<file path="config.mk">
export PLATFORM = sky130hd
export DESIGN_NAME = rll_2_7_encoder
export DESIGN_NICKNAME = d
export VERILOG_FILES = /design/src/rtl/rll_2_7_pkg.sv /design/src/rtl/rll_2_7_group_lut.sv /design/src/rtl/rll_2_7_encoder.sv
export SDC_FILE = /design/constraint.sdc
export NUM_CORES = 1
export LEC_CHECK = 0
export ABC_AREA = 1
export CORE_MARGIN = 2
export CORE_UTILIZATION = 53
export CTS_CLUSTER_SIZE = 30
export DETAILED_ROUTE_END_ITERATION = 10
export HOLD_SLACK_MARGIN = 0.06
export PLACE_DENSITY = 0.75
export SLEW_MARGIN = 30
export SYNTH_ARGS = -nofsm -noshare
export SYNTH_HDL_FRONTEND = slang
export SYNTH_SLANG_ARGS = --single-unit
export TNS_END_PERCENT = 30
</file>
<file path="constraint.sdc">
create_clock -name clk -period 4.1 [get_ports clk]
set_clock_uncertainty 0.05 [all_clocks]
set_input_delay 0.82 -clock clk [delete_from_list [all_inputs] [get_ports clk]]
set_output_delay 0.82 -clock clk [all_outputs]
set_load 0.01 [all_outputs]
</file>
<file path="src/rtl/rll_2_7_pkg.sv">
// Shared RLL(2,7) definitions: code table, FSM states and register sizes.
// Used by both the write-path encoder and the read-path decoder.
package rll_2_7_pkg;

  localparam int unsigned CODE_W         = 8;
  localparam int unsigned BUF_W          = 11;
  localparam int unsigned MARK_WIDTH_DEF = 16;

  // Code words are MSB-aligned in the CODE_W-bit code register
  localparam logic [CODE_W-1:0] CODE_10   = 8'b0100_0000;
  localparam logic [CODE_W-1:0] CODE_11   = 8'b1000_0000;
  localparam logic [CODE_W-1:0] CODE_000  = 8'b0001_0000;
  localparam logic [CODE_W-1:0] CODE_010  = 8'b1001_0000;
  localparam logic [CODE_W-1:0] CODE_011  = 8'b0010_0000;
  localparam logic [CODE_W-1:0] CODE_0010 = 8'b0010_0100;
  localparam logic [CODE_W-1:0] CODE_0011 = 8'b0000_1000;

  typedef enum logic [1:0] {
    ST_IDLE,
    ST_RUN,
    ST_FLUSH,
    ST_MARK
  } state_e;

endpackage

</file>
<file path="src/rtl/rll_2_7_group_lut.sv">
// Parses the leading data bits into one RLL(2,7) group. With pad set, bits
// beyond count are taken as 0 so a residual tail still forms a group.
module rll_2_7_group_lut
  import rll_2_7_pkg::*;
(
  input  logic [3:0]        data_msb,
  input  logic [3:0]        count,
  input  logic              pad,
  output logic              group_valid,
  output logic [2:0]        data_len,
  output logic [CODE_W-1:0] code,
  output logic [3:0]        code_len
);

  logic [3:0] bits;

  always_comb begin
    for (int unsigned i = 0; i < 4; i++) begin
      bits[3-i] = data_msb[3-i] & (count > 4'(i));
    end
    data_len = 3'd3;
    code     = CODE_000;
    code_len = 4'd6;
    if (bits[3]) begin
      data_len = 3'd2;
      code_len = 4'd4;
      code     = bits[2] ? CODE_11 : CODE_10;
    end else if (bits[2]) begin
      code = bits[1] ? CODE_011 : CODE_010;
    end else if (bits[1]) begin
      data_len = 3'd4;
      code_len = 4'd8;
      code     = bits[0] ? CODE_0011 : CODE_0010;
    end
    // Decisive bits always lie inside the first data_len bits
    group_valid = pad ? (count != 4'd0) : (count >= {1'b0, data_len});
  end

endmodule

</file>
<file path="src/rtl/rll_2_7_encoder.sv">
// RLL(2,7) write-path encoder: bytes in over valid/ready, one code bit out per
// bit_tick, with flush padding and verbatim address-mark insertion.
module rll_2_7_encoder
  import rll_2_7_pkg::*;
#(
  parameter int unsigned MARK_WIDTH = MARK_WIDTH_DEF
) (
  input  logic                  clk,
  input  logic                  reset_n,
  input  logic                  enable,
  input  logic                  bit_tick,
  input  logic [7:0]            in_data,
  input  logic                  in_valid,
  output logic                  in_ready,
  input  logic                  flush,
  input  logic                  mark_req,
  input  logic [MARK_WIDTH-1:0] mark_pattern,
  output logic                  code_bit,
  output logic                  code_valid,
  output logic                  busy,
  output logic                  mark_done,
  output logic                  underrun
);

  localparam int unsigned        MCNT_W   = $clog2(MARK_WIDTH + 1);
  localparam logic [MCNT_W-1:0]  MARK_LEN = MCNT_W'(MARK_WIDTH);

  state_e                  state_q, state_d;
  logic [BUF_W-1:0]        buf_q, buf_d, buf_c;
  logic [3:0]              cnt_q, cnt_d, cnt_c;
  logic [CODE_W-1:0]       code_q, code_d;
  logic [3:0]              ccnt_q, ccnt_d;
  logic [MARK_WIDTH-1:0]   mark_q, mark_d;
  logic [MCNT_W-1:0]       mcnt_q, mcnt_d;
  logic                    mpend_q, mpend_d;
  logic                    ready_en_q, ready_en_d;
  logic                    code_bit_q, code_bit_d;
  logic                    code_valid_q, code_valid_d;
  logic                    underrun_q, underrun_d;
  logic                    mark_done_q, mark_done_d;

  logic                    grp_valid;
  logic [2:0]              grp_data_len;
  logic [CODE_W-1:0]       grp_code;
  logic [3:0]              grp_code_len;
  logic                    tick, accept, streaming;

  rll_2_7_group_lut u_lut (
    .data_msb    (buf_q[BUF_W-1 -: 4]),
    .count       (cnt_q),
    .pad         (state_q == ST_FLUSH),
    .group_valid (grp_valid),
    .data_len    (grp_data_len),
    .code        (grp_code),
    .code_len    (grp_code_len)
  );

  assign in_ready  = ready_en_q && enable && (cnt_q <= 4'd3) &&
                     (state_q == ST_IDLE || state_q == ST_RUN);
  assign tick      = enable && bit_tick;
  assign accept    = in_valid && in_ready;
  assign streaming = (state_q == ST_RUN) || (state_q == ST_FLUSH);

  always_comb begin
    state_d      = state_q;
    buf_d        = buf_q;
    cnt_d        = cnt_q;
    code_d       = code_q;
    ccnt_d       = ccnt_q;
    mark_d       = mark_q;
    mcnt_d       = mcnt_q;
    mpend_d      = mpend_q;
    ready_en_d   = 1'b1;
    code_bit_d   = 1'b0;
    code_valid_d = 1'b0;
    underrun_d   = 1'b0;
    mark_done_d  = 1'b0;
    buf_c        = buf_q;
    cnt_c        = cnt_q;

    if (enable) begin
      if (streaming && ccnt_q == 4'd0) begin
        if (tick) begin
          code_valid_d = 1'b1;
          underrun_d   = 1'b1;
        end
        if (grp_valid) begin
          code_d = grp_code;
          ccnt_d = grp_code_len;
          buf_c  = buf_q << grp_data_len;
          cnt_c  = (cnt_q > {1'b0, grp_data_len}) ? cnt_q - {1'b0, grp_data_len} : '0;
        end
      end else if (streaming && tick) begin
        code_bit_d   = code_q[CODE_W-1];
        code_valid_d = 1'b1;
        code_d       = code_q << 1;
        ccnt_d       = ccnt_q - 4'd1;
      end

      // New byte lands directly behind whatever residual survives this cycle
      if (accept) begin
        buf_c = buf_c | ({in_data, 3'b000} >> cnt_c);
        cnt_c = cnt_c + 4'd8;
      end
      buf_d = buf_c;
      cnt_d = cnt_c;

      if (mark_req && state_q != ST_MARK) begin
        mark_d  = mark_pattern;
        mpend_d = 1'b1;
      end

      unique case (state_q)
        ST_IDLE: begin
          if (accept) begin
            state_d = ST_RUN;
          end else if (mark_req || mpend_q) begin
            state_d = ST_MARK;
            mcnt_d  = MARK_LEN;
            mpend_d = 1'b0;
          end
        end
        ST_RUN: begin
          if (flush) begin
            state_d = ST_FLUSH;
          end else if (mpend_q && cnt_q == 4'd0 && ccnt_q == 4'd0 && !accept) begin
            state_d = ST_MARK;
            mcnt_d  = MARK_LEN;
            mpend_d = 1'b0;
          end
        end
        ST_FLUSH: begin
          if (cnt_q == 4'd0 && ccnt_q == 4'd0) begin
            if (mpend_q || mark_req) begin
              state_d = ST_MARK;
              mcnt_d  = MARK_LEN;
              mpend_d = 1'b0;
            end else begin
              state_d = ST_IDLE;
            end
          end
        end
        ST_MARK: begin
          if (mcnt_q == '0) begin
            mark_done_d = 1'b1;
            state_d     = ST_IDLE;
          end else if (tick) begin
            code_bit_d   = mark_q[MARK_WIDTH-1];
            code_valid_d = 1'b1;
            mark_d       = mark_q << 1;
            mcnt_d       = mcnt_q - MCNT_W'(1);
          end
        end
        default: state_d = ST_IDLE;
      endcase
    end
  end

  always_ff @(posedge clk or negedge reset_n) begin
    if (!reset_n) begin
      state_q      <= ST_IDLE;
      buf_q        <= '0;
      cnt_q        <= '0;
      code_q       <= '0;
      ccnt_q       <= '0;
      mark_q       <= '0;
      mcnt_q       <= '0;
      mpend_q      <= 1'b0;
      ready_en_q   <= 1'b0;
      code_bit_q   <= 1'b0;
      code_valid_q <= 1'b0;
      underrun_q   <= 1'b0;
      mark_done_q  <= 1'b0;
    end else begin
      state_q      <= state_d;
      buf_q        <= buf_d;
      cnt_q        <= cnt_d;
      code_q       <= code_d;
      ccnt_q       <= ccnt_d;
      mark_q       <= mark_d;
      mcnt_q       <= mcnt_d;
      mpend_q      <= mpend_d;
      ready_en_q   <= ready_en_d;
      code_bit_q   <= code_bit_d;
      code_valid_q <= code_valid_d;
      underrun_q   <= underrun_d;
      mark_done_q  <= mark_done_d;
    end
  end

  assign code_bit   = code_bit_q;
  assign code_valid = code_valid_q;
  assign underrun   = underrun_q;
  assign mark_done  = mark_done_q;
  assign busy       = (cnt_q != 4'd0) || (ccnt_q != 4'd0) || mpend_q ||
                      (state_q == ST_FLUSH) || (state_q == ST_MARK);

endmodule

</file>
==> summary.txt, run 1 <==
Route
  – Post-detailed-route DRC marker count: 0
  – DR iter-0 viols: 283
  – Via count: 3488
  – Final wirelength: 8940 um
  – Routed vias/inst: 5.60
  – WL/cell: 14.3 um
  – DRT antenna net count: 0
  – Initial DRT Pass Iterations: 5

Worst setup path
  – RR Startpoint: cnt_q[1]
  – WP data required: 4.27 ns
  – CP Capture Type: flip-flop
  – Reg-to-Reg End: buf_q[4]
  – Crit-path max FO: 17
  – CP Launch Type: flip-flop
  – R2r setup slk: 0.29 ns
  – Kind of critical path: reg -> reg
  – Arr. time, crit path: 3.98 ns
  – Worst R2R Path Depth: 22

Final layout
  – Fin util: 62.3%
  – Register area: 1350 sq um
  – Area Growth Syn to Fin: 14.9%
  – FILL cells: 597
  – Area occupied by multi-input gates: 1990 sq um
  – Nets: 584
  – Layout cells sized above 1: 7.73%
  – ANT cells: 0

Min path
  – Hold path startpoint: code_q[2]
  – Hold Path Class: reg -> reg
  – Hold Crit Endpoint: code_q[2]
  – Hold depth: 2

Synth
  – Count leader, synth: nand2_1
  – Average size of a mapped cell: 7.19 sq um
  – Share of Yosys cell area claimed by the top area cell type: 37.1%
  – Synthesized instance count: 507
  – Asr flop ratio synth: 100%
  – Post-synth EDFFs: 0
  – Ys Warns: 0
  – Main flop type after synthesis: dfrtp_1
  – Largest area contributor in the netlist: dfrtp_1
  – Syn Nets: 549
  – Mapped Area: 3650 sq um
  – Synth area leaders: dfrtp_1 37%, nand2_1 14%, inv_1 6.0%
  – Yosys cell types: 45
  – Sequential area share after synthesis: 37.1%
  – Most common library cells after synthesis: 138 x nand2_1, 58 x inv_1, 54 x dfrtp_1, 49 x nor2_1, 41 x nand3_1
  – Seq cells post-synth: 54

Flow run
  – Max-cap violations: 0

Global routing
  – Total gr overflow: 0
  – Initial antenna violation count: 0
  – First-pass GRT wire length: 15000 um
  – Vias in the first global route: 3173
  – Overall routing resource usage: 24.8%
  – Largest net degree at the start of global routing: 29

Clocking
  – Sink Count: 54
  – Longest Clk Path Bufs: 2
  – CTS buffer count: 5
  – Post-CTS resize count: 0
  – Post-CTS Hold Fix Bufs: 0
  – CTS tree: built
  – H-tree depth: 2
  – Post-CTS setup buffer count: 0
  – Worst-path clk slew: 0.11 ns
  – Root buffer cell: clkbuf_8
  – Insertion delay to the later sink of the worst-skew pair: 0.32 ns

Timing
  – Slew headroom: 58.0%
  – Setup WS post-layout: 0.292 ns
  – RSZ-0062 raised after global routing: false
  – Setup-failing EPs final: 0
  – Slew @ Worst Pin: 0.631 ns
  – TNS Setup: 0 ns
  – F_max: 0.263 GHz
  – Crit path time final: 3.81 ns
  – Fin. max-slew vios: 0
  – Final period util: 92.9%
  – Hold Fails Final Rpt: 0

Floorplanning
  – Row cnt: 30
  – Core area: 6720 sq um
  – Die area: 7560 sq um
  – Initial Utilization: 54.3%
  – Die Width: 86.9 um
  – Die H: 86.9 um
  – # IOs: 37

Power and ir drop
  – Pwr per Cell Area: 715 nW/um^2
  – Final Power: 2.99 mW
  – Worst IR drop on VDD: 0.321 mV
  – P_leak: 2.00 nW

Placed design
  – Gpl congestion: 0.952
  – Port Buffer Count: 36
  – Worst slack, placed: 0.397 ns
  – Final HPWL DP: 6800 um

Status
  – Status: complete, no violations
-- worst max-delay path by stage --
stage	start	endpoint	slack, ns	cells after the start
after floorplan	cnt_q[1]	ccnt_q[1]	1.11	20
after global placement	cnt_q[1]	buf_q[1]	0.52	22
after detailed placement	cnt_q[1]	buf_q[1]	0.40	22
after CTS	cnt_q[1]	buf_q[1]	0.37	22
after global routing	cnt_q[1]	buf_q[2]	0.006	22
final	cnt_q[1]	buf_q[4]	0.29	22
-- worst max-delay path, cell delays in order (launching register included) --
cell	delay, ns
dfrtp_1	0.48
inv_1	0.20
nand3_1	0.12
nand2_1	0.16
nand2_1	0.25
inv_1	0.25
ha_1	0.18
inv_1	0.06
fa_1	0.40
nand2_1	0.12
nand2_2	0.08
nor2_1	0.12
nand2_2	0.09
nand3_4	0.22
inv_2	0.13
nand2_1	0.09
nand3_2	0.11
nand2_2	0.19
nor2_1	0.10
a21oi_1	0.15
nand2_1	0.07
nand2_1	0.05
inv_1	0.03
-- layer usage --
| metal | vias up | GRT usage (%) | part of all wire (%) |
|---|---|---|---|
| li1 | 1757 | - | - |
| met1 | 1600 | 37.3 | 49 |
| met2 | 117 | 37.4 | 44 |
| met3 | 14 | 2.94 | 4.6 |
| met4 | 0 | 7.39 | 1.6 |
| met5 | - | 0 | 0 |
-- stage by stage --
step | area [sq um] | instances | hold slack [ns]
after CTS | 4190 | 623 | 0.450
after global placement | 4070 | 615 | 0.417
after floorplan | 3650 | 507 | 0.399
final | 4190 | 623 | 0.448
after detailed placement | 4070 | 615 | 0.423
after global routing | 4190 | 623 | 0.467
-- sequential cells by signal, summed over array words and instances (netlist names) --
| register | count |
|---|---|
| buf_q | 11 |
| ccnt_q | 4 |
| cnt_q | 4 |
| code_bit | 1 |
| code_q | 6 |
| code_valid | 1 |
| mark_done | 1 |
| mark_q | 16 |
| mcnt_q | 5 |
| mpend_q | 1 |
| ready_en_q | 1 |
| state_q | 2 |
| underrun | 1 |
-- cell type report --
class / count / area share [%]
Sequential cell: 54 / 32.3
Timing Repair Buffer: 40 / 9.20
Clock inverter: 2 / 0.926
Inverter: 64 / 5.74
Tap cell: 80 / 2.39
Clock buffer: 6 / 1.97
Multi-Input combinational cell: 377 / 47.5
-- where the power goes --
group          switching, mW  internal [mW]  leakage (nW)
clock network          0.192          0.201        0.0618
logic                   1.12          0.577          1.29
registers              0.156          0.752         0.654
total                   1.46           1.53          2.00
-- cells in the final DEF (no fill, tap or decap), types with 2 or more instances in the layout --
cell type,instances
inv_1,58
nand4_1,3
o21ai_1,9
xor2_1,3
o21ai_0,26
inv_2,4
o31ai_1,3
a211oi_1,11
a22oi_1,4
clkinv_1,2
nand4_2,2
a21oi_1,16
nand2_4,3
buf_4,4
nand2_2,7
o211ai_1,3
dfrtp_1,54
o221ai_1,2
clkdlybuf4s50_1,35
a31oi_1,8
o22ai_1,2
a221o_1,7
nand2_1,138
nor2_4,4
nor2_1,49
clkbuf_8,6
nand3_1,41
nor2_2,4
ha_1,10
nor3_1,8
-- kinds of logic (layout without fill, tap and decap cells) --
family	after synthesis	count (layout)	synth area share [%]
adders and majority gates	11	11	3.98
xor gates and xnor gates	3	3	0.721
DFF	54	54	37.1
buffers and inverters	76	112	8.37
other	1	1	0.103
and+or+nand+nor	265	265	32.8
AOI/OAI and AO/OA	97	97	17.0
No activity file was read; power rests on OpenSTA's default activity.
==> run 2: changes to the inputs <==
--- a/config.mk
+++ b/config.mk
@@ -11,6 +11,7 @@
 export CTS_CLUSTER_SIZE = 30
 export DETAILED_ROUTE_END_ITERATION = 10
 export HOLD_SLACK_MARGIN = 0.06
+export MAX_ROUTING_LAYER = met4
 export PLACE_DENSITY = 0.75
 export SLEW_MARGIN = 30
 export SYNTH_ARGS = -nofsm -noshare
==> run 2 against run 1 <==
Against the previous run:
- setup slack better by 0.21 ns
- register-to-register slack better by 0.21 ns
- maximum frequency up 5.7%
- largest cell class unchanged
==> summary.txt, run 2 (synthesis results as in run 1) <==
Clocking
  – Post-CTS Hold Fix Bufs: 0 (unchanged)
  – CTS tree: built
  – Worst-path clk slew: 0.10 ns (about the same)
  – Insertion delay to the later sink of the worst-skew pair: 0.32 ns (about the same)
  – Post-CTS setup buffer count: 0 (unchanged)
  – Longest Clk Path Bufs: 2 (unchanged)
  – Sink Count: 54 (unchanged)
  – H-tree depth: 2 (unchanged)
  – Root buffer cell: clkbuf_8
  – CTS buffer count: 5 (unchanged)

Timing
  – RSZ-0062 raised after global routing: false
  – Hold Fails Final Rpt: 0 (unchanged)
  – Setup-failing EPs final: 0 (unchanged)
  – Setup WS post-layout: 0.497 ns (+0.206 ns)
  – Slew @ Worst Pin: 0.626 ns (-0.00424 ns)
  – Crit path time final: 3.60 ns (-0.206 ns)
  – F_max: 0.278 GHz (+5.7%)
  – Final period util: 87.9% (-5.0 points)
  – Slew headroom: 58.2% (+0.28 points)
  – TNS Setup: 0 ns (unchanged)
  – Fin. max-slew vios: 0 (unchanged)

Worst setup path
  – CP Capture Type: flip-flop
  – Slowest CP cell: dfrtp_1
  – WP data required: 4.26 ns (about the same)
  – Worst path buffer plus inverter count: 3 (-2)
  – Most frequent CP cell: nand2_1
  – CP Launch Type: flip-flop
  – Kind of critical path: reg -> reg
  – Cell family with most CP delay: simple AND/OR/NAND/NOR gates
  – Crit-path max FO: 17 (unchanged)
  – Critical-path cell list: inv_1 -> nand3_1 -> nand2_1 -> inv_1 -> nor2_2 -> inv_1 -> ha_1 -> nand2_1 -> nand2_2 -> nor2_1 -> nand2_2 -> nand3_4 -> nand2_4 -> nand2_2 -> o21ai_1 -> nand2_1 -> nand3_1 -> nand2_1 -> nand3_1 -> o21ai_1
  – R2r setup slk: 0.50 ns (+0.21 ns)
  – Arr. time, crit path: 3.76 ns (-0.22 ns)
  – Slowest stage delay, CP: 0.48 ns (about the same)

Floorplanning
  – Core area: 6720 sq um (unchanged)
  – # IOs: 37 (unchanged)
  – Row cnt: 30 (unchanged)
  – Die area: 7560 sq um (unchanged)
  – Die Width: 86.9 um (unchanged)
  – Initial Utilization: 54.3% (unchanged)
  – Die H: 86.9 um (unchanged)

Final layout
  – Most flop-heavy register: mark_q
  – Layout cells sized above 1: 8.10% (+0.37 points)
  – Area Growth Syn to Fin: 14.3%
  – Largest registers: mark_q (16), buf_q (11), code_q (6)
  – ANT cells: 0 (unchanged)
  – Most frequent cells in the layout: 137 x nand2_1, 57 x inv_1, 54 x dfrtp_1
  – Design Area, Final: 4170 sq um (-0.48%)
  – Max reg flops: 16 (unchanged)
  – Nets: 584 (unchanged)
  – Commonest non-fill, non-tap cell in the layout: nand2_1

Route
  – DR iter-0 viols: 218 (-23%)
  – Routed vias/inst: 5.60 (about the same)
  – Post-detailed-route DRC marker count: 0 (unchanged)
  – Final wirelength: 8800 um (-1.5%)
  – DRT antenna net count: 0 (unchanged)
  – Via count: 3486 (-0.057%)
  – Initial DRT Pass Iterations: 5 (unchanged)
  – WL/cell: 14.1 um (-1.5%)

Power and ir drop
  – Switching fraction of total power: 49.8% (+0.92 points)
  – Worst IR drop on VDD: 0.308 mV (-3.9%)
  – Comb power frac: 57.6% (+1.1 points)
  – Reg power frac: 30.9% (+0.6 points)
  – P_leak: 1.99 nW (-0.78%)
  – P_int: 1.47 mW (-4.0%)
  – Switching Power: 1.46 mW (-0.35%)
  – Pwr per Cell Area: 703 nW/um^2 (-1.7%)
  – Clk pwr share: 11.4% (-1.7 points)

Global routing
  – Largest net degree at the start of global routing: 29 (unchanged)
  – Vias in the first global route: 3121 (-1.6%)
  – Total gr overflow: 0 (unchanged)
  – First-pass GRT wire length: 14800 um (-1.3%)
  – Initial antenna violation count: 0 (unchanged)
  – Overall routing resource usage: 25.3% (+0.56 points)

Flow run
  – Max-cap violations: 0 (unchanged)

Placed design
  – Placed cell areas: 4070 sq um (unchanged)
  – Worst slack, placed: 0.411 ns (+0.0141 ns)
  – Final HPWL DP: 6730 um (-0.99%)
  – Gpl congestion: 0.940 (-1.2%)
  – Port Buffer Count: 36 (unchanged)

Status
  – Status: complete, no violations

Min path
  – Hold Path Class: reg -> reg
## run 2: cell count changes in the layout (fill, tap and decap cells not counted), sizes merged
cell      previous run  this run
bufinv               1         0
clkinvlp             0         1
## run 2: cell type report
| cell class | instances | area [sq um] |
|---|---|---|
| fill | 613 | 2550 |
| multi-input combinational | 377 | 1990 |
| sequential | 54 | 1350 |
| timing repair buffer | 40 | 385 |
| inverter | 64 | 240 |
| tap | 80 | 100 |
| clock buffer | 6 | 82.6 |
| clock inverter | 2 | 16.3 |
## run 2: final timing paths
check / depth (start not counted) / from / end
setup / recovery: 20 / cnt_q[1] / buf_q[1]
hold / removal: 2 / code_q[7] / code_q[7]
setup reg to reg: 20 / cnt_q[1] / buf_q[1]
hold reg to reg: 2 / code_q[7] / code_q[7]
max in group asynchronous: 2 / reset_n / mark_q[5]
min in group asynchronous: 1 / reset_n / ccnt_q[0]
## run 2: timing repair
action,CTS,global route
setup endpoints to repair,0,3
hold endpoints to repair,0,0
resized for setup,0,2
## run 2: power groups by stage
stage,Clock (mW),Combinational (mW),Sequential (mW)
2_1_floorplan,0,1.32,0.875
3_3_place_gp,0,1.63,0.907
3_5_place_dp,0,1.65,0.913
4_1_cts,0.336,1.66,0.904
5_1_grt,0.355,1.92,0.932
6_report,0.335,1.69,0.906
## run 2: tightest hold or removal path: cells and delay by family (launching register included)
kind	cells	cell delay [ns]
AOI/OAI and AO/OA	1	0.06
DFF	1	0.35
and+or+nand+nor	1	0.05
## run 2: metal layers
metal | up-vias | share of wire [%] | GRT usage (%)
met2 | 93 | 45 | 37.7
met5 | - | 0 | -
li1 | 1744 | - | -
met1 | 1639 | 49 | 37.0
met3 | 10 | 4.3 | 2.94
met4 | 0 | 1.3 | 6.25
## run 2: stage by stage
stage                     power [mW]  utilization (%)  hold WS, ns  std cells
after floorplan                 2.20                -        0.399        507
after global placement          2.54             60.5        0.417        615
after detailed placement        2.57             60.5        0.424        615
after CTS                       2.90             62.0        0.451        623
after global routing            3.20             62.0        0.468        623
final                           2.93             62.0        0.448        623
